[config.mk]
export PLATFORM = sky130hd
export DESIGN_NAME = sa_result_writeback
export DESIGN_NICKNAME = d
export VERILOG_FILES = /design/src/rtl/sa_mem_pkg.sv /design/src/rtl/sa_loc_table.sv /design/src/rtl/sa_result_writeback.sv
export SDC_FILE = /design/constraint.sdc
export NUM_CORES = 1
export LEC_CHECK = 0
export CAP_MARGIN = 0
export CELL_PAD_IN_SITES_DETAIL_PLACEMENT = 0
export CELL_PAD_IN_SITES_GLOBAL_PLACEMENT = 1
export CORE_MARGIN = 2
export CORE_UTILIZATION = 47
export CTS_BUF_LIST = sky130_fd_sc_hd__clkbuf_8
export DETAILED_ROUTE_END_ITERATION = 6
export HOLD_SLACK_MARGIN = 0.08
export PLACE_DENSITY_LB_ADDON = 0.1
export SLEW_MARGIN = 0
export SYNTH_ARGS = -nofsm -noshare
export SYNTH_HDL_FRONTEND = slang
export SYNTH_SLANG_ARGS = --single-unit
[constraint.sdc]
create_clock -name clk -period 3.6 [get_ports clk]
set_clock_uncertainty 0.1 [all_clocks]
set_input_delay 0.72 -clock clk [delete_from_list [all_inputs] [get_ports clk]]
set_output_delay 0.72 -clock clk [all_outputs]
set_load 0.005 [all_outputs]
[src/rtl/sa_mem_pkg.sv]
// Shared definitions for the systolic-array result writeback path:
// schedule entry encoding and writeback FSM states.
package sa_mem_pkg;

  localparam logic [7:0] LOC_SKIP = 8'hFF;
  localparam int ROW_W = 4;
  localparam int COL_W = 4;

  typedef enum logic [1:0] {
    IDLE,
    PRIME,
    RUN,
    DONE
  } wb_state_t;

endpackage

[src/rtl/sa_loc_table.sv]
// Schedule RAM: one write port, one registered read port whose enable lets the
// writeback engine freeze the prefetched entry during a memory stall.
module sa_loc_table #(
  parameter int DEPTH = 45,
  parameter int AW    = 6
) (
  input  logic          clk,
  input  logic          rst_n,
  input  logic          we,
  input  logic [AW-1:0] waddr,
  input  logic [7:0]    wdata,
  input  logic          re,
  input  logic [AW-1:0] raddr,
  output logic [7:0]    rdata
);

  localparam logic [AW:0] DEPTH_L = (AW+1)'(DEPTH);

  logic [7:0] mem_q [DEPTH];
  logic [7:0] rdata_q;

  always_ff @(posedge clk) begin
    if (we && ({1'b0, waddr} < DEPTH_L)) begin
      mem_q[waddr] <= wdata;
    end
  end

  // A write and read of the same entry on one edge returns the new data, so a
  // table update issued alongside start is seen by the run.
  always_ff @(posedge clk or negedge rst_n) begin
    if (!rst_n) begin
      rdata_q <= '0;
    end else if (re) begin
      if (we && (waddr == raddr)) begin
        rdata_q <= wdata;
      end else if ({1'b0, raddr} < DEPTH_L) begin
        rdata_q <= mem_q[raddr];
      end else begin
        rdata_q <= '0;
      end
    end
  end

  assign rdata = rdata_q;

endmodule

[src/rtl/sa_result_writeback.sv]
// Drains NCH systolic-array output channels into result memory, walking a
// programmable {row,col} schedule one step per cycle with round-robin channels.
module sa_result_writeback
  import sa_mem_pkg::*;
#(
  parameter int DATA_W     = 32,
  parameter int NCH        = 5,
  parameter int ADDR_W     = 8,
  parameter int LOC_DEPTH  = 45,
  parameter int LOC_AW     = 6,
  parameter int ROW_STRIDE = 5
) (
  input  logic                  clk,
  input  logic                  rst_n,
  input  logic                  start,
  input  logic                  abort,
  input  logic [ADDR_W-1:0]     base_addr,
  input  logic [NCH*DATA_W-1:0] ch_data,
  input  logic                  loc_we,
  input  logic [LOC_AW-1:0]     loc_waddr,
  input  logic [7:0]            loc_wdata,
  output logic                  mem_we,
  output logic [ADDR_W-1:0]     mem_addr,
  output logic [DATA_W-1:0]     mem_wdata,
  input  logic                  mem_ready,
  output logic                  busy,
  output logic                  done,
  output logic [LOC_AW:0]       wr_count
);

  localparam int CH_W  = (NCH > 1) ? $clog2(NCH) : 1;
  localparam int SUM_W = ADDR_W + 4;
  localparam logic [LOC_AW-1:0] LAST_STEP = LOC_AW'(LOC_DEPTH - 1);
  localparam logic [CH_W-1:0]   LAST_CH   = CH_W'(NCH - 1);

  wb_state_t         state_q, state_d;
  logic [LOC_AW-1:0] step_q, step_d;
  logic [CH_W-1:0]   chan_q, chan_d;
  logic [ADDR_W-1:0] base_q, base_d;
  logic              mem_we_q, mem_we_d;
  logic [ADDR_W-1:0] mem_addr_q, mem_addr_d;
  logic [DATA_W-1:0] mem_wdata_q, mem_wdata_d;
  logic [LOC_AW:0]   wr_count_q, wr_count_d;
  logic              last_q, last_d;

  logic              tbl_we, tbl_re, ld;
  logic [LOC_AW-1:0] tbl_raddr;
  logic [7:0]        tbl_rdata;
  logic [ROW_W-1:0]  ent_row;
  logic [COL_W-1:0]  ent_col;
  logic [ADDR_W-1:0] addr_calc;
  logic [DATA_W-1:0] ch_word;

  assign tbl_we = loc_we && (state_q == IDLE);

  sa_loc_table #(
    .DEPTH (LOC_DEPTH),
    .AW    (LOC_AW)
  ) u_loc_table (
    .clk   (clk),
    .rst_n (rst_n),
    .we    (tbl_we),
    .waddr (loc_waddr),
    .wdata (loc_wdata),
    .re    (tbl_re),
    .raddr (tbl_raddr),
    .rdata (tbl_rdata)
  );

  assign ent_row   = tbl_rdata[7:4];
  assign ent_col   = tbl_rdata[3:0];
  assign addr_calc = ADDR_W'(SUM_W'(base_q) + SUM_W'(ent_row) * SUM_W'(ROW_STRIDE)
                             + SUM_W'(ent_col));

  always_comb begin
    ch_word = '0;
    for (int c = 0; c < NCH; c++) begin
      if (chan_q == CH_W'(c)) ch_word = ch_data[c*DATA_W +: DATA_W];
    end
  end

  // The table read runs one entry ahead of the presented step: entry 0 is read
  // on the start edge, so PRIME can register step 0 and fetch entry 1.
  always_comb begin
    state_d     = state_q;
    step_d      = step_q;
    chan_d      = chan_q;
    base_d      = base_q;
    mem_we_d    = mem_we_q;
    mem_addr_d  = mem_addr_q;
    mem_wdata_d = mem_wdata_q;
    wr_count_d  = wr_count_q;
    last_d      = last_q;
    tbl_re      = 1'b0;
    tbl_raddr   = step_q + 1'b1;
    ld          = 1'b0;

    case (state_q)
      IDLE: begin
        if (start) begin
          state_d    = PRIME;
          base_d     = base_addr;
          wr_count_d = '0;
          step_d     = '0;
          chan_d     = '0;
          tbl_re     = 1'b1;
          tbl_raddr  = '0;
        end
      end
      PRIME: begin
        if (abort) begin
          state_d = IDLE;
        end else begin
          ld      = 1'b1;
          state_d = RUN;
        end
      end
      RUN: begin
        if (abort) begin
          state_d  = IDLE;
          mem_we_d = 1'b0;
        end else if (!mem_we_q || mem_ready) begin
          if (mem_we_q) wr_count_d = wr_count_q + 1'b1;
          if (last_q) begin
            state_d  = DONE;
            mem_we_d = 1'b0;
          end else begin
            ld = 1'b1;
          end
        end
      end
      DONE: begin
        state_d = IDLE;
      end
      default: begin
        state_d = IDLE;
      end
    endcase

    if (ld) begin
      tbl_re      = 1'b1;
      mem_we_d    = (tbl_rdata != LOC_SKIP);
      mem_addr_d  = addr_calc;
      mem_wdata_d = ch_word;
      chan_d      = (chan_q == LAST_CH) ? '0 : chan_q + 1'b1;
      last_d      = (step_q == LAST_STEP);
      step_d      = step_q + 1'b1;
    end
  end

  always_ff @(posedge clk or negedge rst_n) begin
    if (!rst_n) begin
      state_q     <= IDLE;
      step_q      <= '0;
      chan_q      <= '0;
      base_q      <= '0;
      mem_we_q    <= 1'b0;
      mem_addr_q  <= '0;
      mem_wdata_q <= '0;
      wr_count_q  <= '0;
      last_q      <= 1'b0;
    end else begin
      state_q     <= state_d;
      step_q      <= step_d;
      chan_q      <= chan_d;
      base_q      <= base_d;
      mem_we_q    <= mem_we_d;
      mem_addr_q  <= mem_addr_d;
      mem_wdata_q <= mem_wdata_d;
      wr_count_q  <= wr_count_d;
      last_q      <= last_d;
    end
  end

  assign mem_we    = mem_we_q;
  assign mem_addr  = mem_addr_q;
  assign mem_wdata = mem_wdata_q;
  assign wr_count  = wr_count_q;
  assign busy      = (state_q == PRIME) || (state_q == RUN);
  assign done      = (state_q == DONE);

endmodule

After elaboration in Yosys (flattened, before gate mapping)
Memories as Yosys holds them, arrays and structs flattened.
Index checks and enable logic that the tools add are counted.
{ "word_totals": {"elab_cells": 96, "ff_bits": 76, "n_memories": 1, "ramBits": 360, "inputBits": 188, "output_inout_bits": 50} }
{ "op_classes": {"n_mul": 1, "order_cmp": 2, "reduce_logical": 19, "n_eq_ne": 16, "addsub": 5, "muxes": 42} }
{ "mem_list": {"columns": ["memory", "words", "word_bits", "read_ports", "rd_clocked_by_memory_dff", "write_ports", "line", "rtl"], "rows": [
  ["u_loc_table.mem_q", 45, 8, 1, 0, 1, "sa_loc_table.sv:19", "logic [7:0] mem_q [DEPTH];"]
]} }
{ "op_table": {"columns": ["op", "count"], "rows": [
  ["two-way mux 32 bit", 5],
  ["two-way mux 6 bit", 5],
  ["two-way mux 7 bit", 4],
  ["two-way mux 8 bit", 2],
  ["two-way mux 1 bit", 14],
  ["case mux 7 bit (2 select lines)", 1],
  ["less-than comparator 6 bit, second input constant", 2],
  ["two-way mux 3 bit", 4],
  ["two-way mux 2 bit", 5],
  ["adder 8 x 4 -> 8 bit", 1],
  ["adder 8 x 7 -> 8 bit", 1],
  ["inequality test 2 bit, second input constant", 4],
  ["inequality test 8 bit, second input constant", 1],
  ["case mux 2 bit (4 select lines)", 1],
  ["nonzero test 2 bit", 4],
  ["adder 7 x 1 -> 7 bit, second input constant", 1],
  ["multiplier 4 x 3 -> 7 bit, second input constant", 1],
  ["adder 6 x 1 -> 6 bit, second input constant", 1],
  ["== test 3 x 2 -> 1 bit, second input constant", 2],
  ["== test 6 bit", 1],
  ["== test 6 bit, second input constant", 1],
  ["inequality test 3 bit, second input constant", 2],
  ["AND reduction 3 bit", 2],
  ["nonzero test 3 bit", 2],
  ["13 further kinds", 18]
]} }

Longest topological paths before layout
Gate-level depths: netlist of run 1.
{ "depth": {"ltp_word": 7, "depth_mapped": 14, "ltp_nobuf": 13} }

Hierarchy
From an unflattened synthesis of run 1, not the netlist that was laid out.
{ "unflattened": {"hier_cells": 1334, "hier_area_um2": 19606.3} }
{ "modules_own_cells": {"columns": ["module", "area_per_inst_um2", "instances", "seq_area_each_um2", "cells_per_inst"], "rows": [
  ["sa_loc_table", 14686.6, 1, 11010.6, 717],
  ["sa_result_writeback", 4919.7, 1, 1701.6, 617]
]} }

Least setup slack after synthesis of run 1
OpenSTA, ideal clock, no wires.
{ "synth_path": {"kind": "flip-flop to flip-flop", "startpoint": "register step_q[0]", "endpoint": "register u_loc_table.rdata_q[0] (netlist: u_loc_table.rdata[0])", "arrival_ps": 2893, "setup_ps": 64, "path_stages_with_launch": 14, "path_buffers": 5, "synth_period_minus_slack_ps": 3057, "slack_ps": 543, "path_cell_list": "dfrtp_1 inv_2 clkbuf_1 buf_1 ha_1 buf_2 a21bo_2 buf_2 clkbuf_1 o22ai_1 a211oi_1 nor3_1 o211ai_1 a21o_1"} }
{ "synth_between": {"elab_chain_cells": 6} }
{ "synth_lines": {"columns": ["element", "line", "rtl"], "rows": [
  ["start, declared", "sa_result_writeback.sv:37", "logic [LOC_AW-1:0] step_q, step_d;"],
  ["start signal, assigned", "sa_result_writeback.sv:164", "step_q <= step_d;"],
  ["adder 6 x 1 -> 6 bit *", "sa_result_writeback.sv:95", "tbl_raddr = step_q + 1'b1;"],
  ["two-way mux 6 bit", "sa_result_writeback.sv:100", "if (start) begin"],
  ["two-way mux 6 bit *", "sa_result_writeback.sv:98", "case (state_q)"],
  ["memory read (45 x 8 bit), or another cell as far along", null, null],
  ["two-way mux 8 bit / logical AND 1 bit (equally long branches)", "sa_loc_table.sv:36, sa_loc_table.sv:34", null],
  ["two-way mux 8 bit *", "sa_loc_table.sv:34", "if (we && (waddr == raddr)) begin"],
  ["end signal, assigned", "sa_loc_table.sv:35", "rdata_q <= wdata;"],
  ["end signal, assigned", "sa_loc_table.sv:37", "rdata_q <= mem_q[raddr];"],
  ["end, declared", "sa_loc_table.sv:20", "logic [7:0] rdata_q;"]
]} }
Every way passes the cells marked *; elsewhere a longest branch is shown, timed or not.
A chain may end at the register's enable or synchronous reset.

Worst setup path after layout of run 1
{ "layout_path": {"startpoint": "register step_q[0]", "endpoint": "register u_loc_table.rdata_q[5] (netlist: u_loc_table.rdata[5])"} }
The elaborated chain is that of the path after synthesis.

==> results.toml, run 1 <==
[clocking]
worst_setup_hold_path_clk_slew_ns = 0.06
cts_tree = "yes"
ctsHoldBuffers = 0
post-cts-setup-buffers = 0
cts.path.max_buffers = 3
cts_resized = 0
clockRootBuffer = "sky130_fd_sc_hd__clkbuf_8"
cts_buffer_count = 73
ctsHtreeMaxLevel = 3
clk-insertion-delay-late_ns = 0.64
tritoncts_num_sinks = 436

[die]
floorplan.die_area_um2 = 44300
core_um2 = 42000
initial_utilization_pct = 47.7
die-width_um = 211
chipHeight_um = 211
pin_count = 238
placementRows = 75

[timing]
layout_worst_path_cycle_share_pct = 89.6
grt_setup_unrepaired = "false"
worstMarginPinSlew_ns = 1.12
max_freq_mhz = 310
finalWorstPathRequiredPeriod_ns = 3.23
final-hold-violation-count = 0
max-slew-margin-rel_pct = 25.2
hold_slack_ns = 0.0667
finalMaxSlewViolations = 0
final.setup.tns_ns = 0
final_setup_viols = 0

[critical_path]
critPathTopFamily = "buffers and inverters"
timing_worst_setup_path_type = "reg2reg"
r2r.worst_path.cells = 9
critical_path_buf_inv_count = 2
crit_arrival_ns = 3.67
path_depth = 9
path_cells = "buf_4, buf_4, nand2_1, xnor2_1, a31oi_1, o32ai_1, or3_1, and3_1, o21ai_1"
r2r_setup_slack_ns = 0.37
critPathMaxStageDelay_ns = 0.59
crit_path_top_delay_cell = "sky130_fd_sc_hd__buf_4"
end_kind = "flop"
cp_max_fo = 44
worstReg2RegEnd = "u_loc_table.rdata[5]$_DFFE_PN0P_"
rr_startpoint = "step_q[0]$_DFFE_PN0P_"
cpMostUsedCell = "sky130_fd_sc_hd__buf_4"
cp-start-kind = "flop"
critPathRequiredTime_ns = 4.05

[placement]
dp.final_hpwl_um = 41300
dpl_cell_area_um2 = 23400
gpl.final_weighted_congestion = 0.941
portBuffers = 237

[global_route]
globalRouteTotalUtil_pct = 27.7
grt_antenna_before_repair = 2
globalRoute.totalOverflow = 0
maximum_number_of_pins_on_one_net_before_global_route_repair = 80
number_of_global_route_vias_before_repair = 14857
grt_first_pass_wirelength_um = 91200

[route]
routed_wl_um = 61500
detail_route.first_pass.iterations = 6
drc = 0
avgRoutedWirePerCell_um = 24.7
final_antenna_net_count = 0
route.vias.total = 14792
vias_per_cell = 5.93
drt_first_iter_violations = 1516

[yosys]
synthesized_netlist_cell_count = 1609
synthesis.nets = 1832
async_flop_share_pct = 17.4
synth_ff_type = "sky130_fd_sc_hd__edfxtp_1"
synth.cell_area_um2 = 20000
ys_seq_area_share_pct = 63.4
count_of_synthesis_stage_warnings_from_yosys = 0
synth.distinct_cells = 73
synth.avg_cell_area_um2 = 12.5
synth-edff-count = 360
ys_ff_latch = 436

[layout]
final_cell_mix = "sky130_fd_sc_hd__edfxtp_1 (360), sky130_fd_sc_hd__clkdlybuf4s50_1 (228), sky130_fd_sc_hd__nand2_1 (151), sky130_fd_sc_hd__o21ai_0 (121), sky130_fd_sc_hd__nor2_1 (113)"
num-fill-cells = 3425
finish.instance_area_um2 = 24800
drive_above_1_share_pct = 13.4
nNetsFinal = 2119
layout_commonest_cell = "sky130_fd_sc_hd__edfxtp_1"
synthToLayoutAreaGrowth_pct = 23.9

[power]
power-per-cell-area_nw_per_um2 = 738
static-leakage-power_nw = 9.04
worst_ir_drop_vdd_uv = 478

[outcome]
status = "completed"

[min_path]
hold_class = "in2async"

[run]
number_of_max_cap_violations = 0
-- registers in the layout (all words and copies together) (netlist names), 2 cells and up --
signal,flops
base_q,8
chan_q,3
mem_addr,8
mem_wdata,32
state_q,2
step_q,6
u_loc_table.mem_q,360
u_loc_table.rdata,8
wr_count,7
-- cells in the mapped netlist, types with 24 or more instances --
master | n | share of area [%]
sky130_fd_sc_hd__ha_1 | 29 | 1.8
sky130_fd_sc_hd__nor2_1 | 113 | 2.1
sky130_fd_sc_hd__a22oi_1 | 37 | 1.4
sky130_fd_sc_hd__inv_1 | 34 | 0.64
sky130_fd_sc_hd__dfrtp_1 | 76 | 9.5
sky130_fd_sc_hd__a211oi_1 | 48 | 1.8
sky130_fd_sc_hd__clkbuf_1 | 62 | 1.2
sky130_fd_sc_hd__nand2_1 | 153 | 2.9
sky130_fd_sc_hd__mux2i_1 | 59 | 2.9
sky130_fd_sc_hd__edfxtp_1 | 360 | 54
sky130_fd_sc_hd__a21oi_1 | 96 | 2.4
sky130_fd_sc_hd__buf_2 | 35 | 0.87
sky130_fd_sc_hd__mux2_2 | 24 | 1.3
sky130_fd_sc_hd__o22ai_1 | 46 | 1.4
sky130_fd_sc_hd__o21ai_0 | 121 | 3.0
-- power by group --
| group | internal, mW | total (mW) | switching [mW] | leakage, nW |
|---|---|---|---|---|
| Sequential | 5.82 | 6.08 | 0.258 | 4.21 |
| Combinational | 3.28 | 7.80 | 4.51 | 3.99 |
| Clock | 2.47 | 4.46 | 1.99 | 0.844 |
-- worst max path at each step --
| stage | startpoint | to | slack, ns |
|---|---|---|---|
| floorplan | step_q[0]$_DFFE_PN0P_ | u_loc_table.rdata[0]$_DFFE_PN0P_ | 0.54 |
| global placement | start | u_loc_table.rdata[7]$_DFFE_PN0P_ | 0.42 |
| detailed placement | start | u_loc_table.rdata[2]$_DFFE_PN0P_ | 0.38 |
| CTS | u_loc_table.rdata[7]$_DFFE_PN0P_ | mem_addr[7]$_DFFE_PN0P_ | 0.37 |
| global route | u_loc_table.rdata[7]$_DFFE_PN0P_ | mem_addr[7]$_DFFE_PN0P_ | 0.16 |
| finish | step_q[0]$_DFFE_PN0P_ | u_loc_table.rdata[5]$_DFFE_PN0P_ | 0.37 |
-- routing by layer --
layer / routed length [um] / track usage (%) / part of all wire [%] / vias up
li1: - / - / - / 6744
met1: 25000 / 36.4 / 41 / 7191
met2: 28800 / 44.8 / 47 / 741
met3: 5590 / 5.90 / 9.1 / 116
met4: 2210 / 11.8 / 3.6 / 0
met5: 0 / 0 / 0 / -
-- per-stage QoR --
| step | power (mW) | cells | worst slack, ns | util (%) |
|---|---|---|---|---|
| after global routing | 19.5 | 2496 | 0.163 | 59.1 |
| after floorplan | 11.1 | 1609 | 0.543 | - |
| after CTS | 18.4 | 2494 | 0.370 | 59.1 |
| after detailed placement | 13.9 | 2360 | 0.382 | 55.6 |
| final | 18.3 | 2496 | 0.374 | 59.1 |
| after global placement | 13.9 | 2360 | 0.420 | 55.6 |
-- cell type report --
type,count,area (um2),area share (%)
Timing Repair Buffer,336,3170,12.8
Clock inverter,58,432,1.74
Multi-Input combinational cell,1014,6670,26.8
Antenna cell,2,5.00,0.0201
Inverter,35,131,0.529
Clock buffer,76,1050,4.21
Sequential cell,436,12700,51.2
Tap cell,539,674,2.71
-- cell families (layout without fill, tap and decap cells) --
logic type / after synthesis / count (layout) / synth area share [%]
other cells: 0 / 2 / 0
compound gates: 504 / 504 / 16.2
flops: 436 / 436 / 63.4
buf+inv: 159 / 505 / 3.61
fa+ha+maj: 35 / 35 / 2.41
xor+xnor: 20 / 20 / 0.986
mux: 96 / 96 / 5.53
simple gates: 359 / 359 / 7.84
-- worst register-to-register path, cell delays in order, from the launching register on --
cell and delay, ns:
sky130_fd_sc_hd__dfrtp_4 0.46, sky130_fd_sc_hd__buf_4 0.34, sky130_fd_sc_hd__buf_4 0.60, sky130_fd_sc_hd__nand2_1 0.28
sky130_fd_sc_hd__xnor2_1 0.17, sky130_fd_sc_hd__a31oi_1 0.45, sky130_fd_sc_hd__o32ai_1 0.14, sky130_fd_sc_hd__or3_1 0.33
sky130_fd_sc_hd__and3_1 0.17, sky130_fd_sc_hd__o21ai_1 0.11
(Power assumes the default switching activity.)
==> inputs of run 2 (changes only) <==
--- a/config.mk
+++ b/config.mk
@@ -5,7 +5,7 @@
 export SDC_FILE = /design/constraint.sdc
 export NUM_CORES = 1
 export LEC_CHECK = 0
-export CAP_MARGIN = 0
+export CAP_MARGIN = 20
 export CELL_PAD_IN_SITES_DETAIL_PLACEMENT = 0
 export CELL_PAD_IN_SITES_GLOBAL_PLACEMENT = 1
 export CORE_MARGIN = 2
==> results of run 2 <==
Final layout, timing and power as in run 1 (identical DEF).
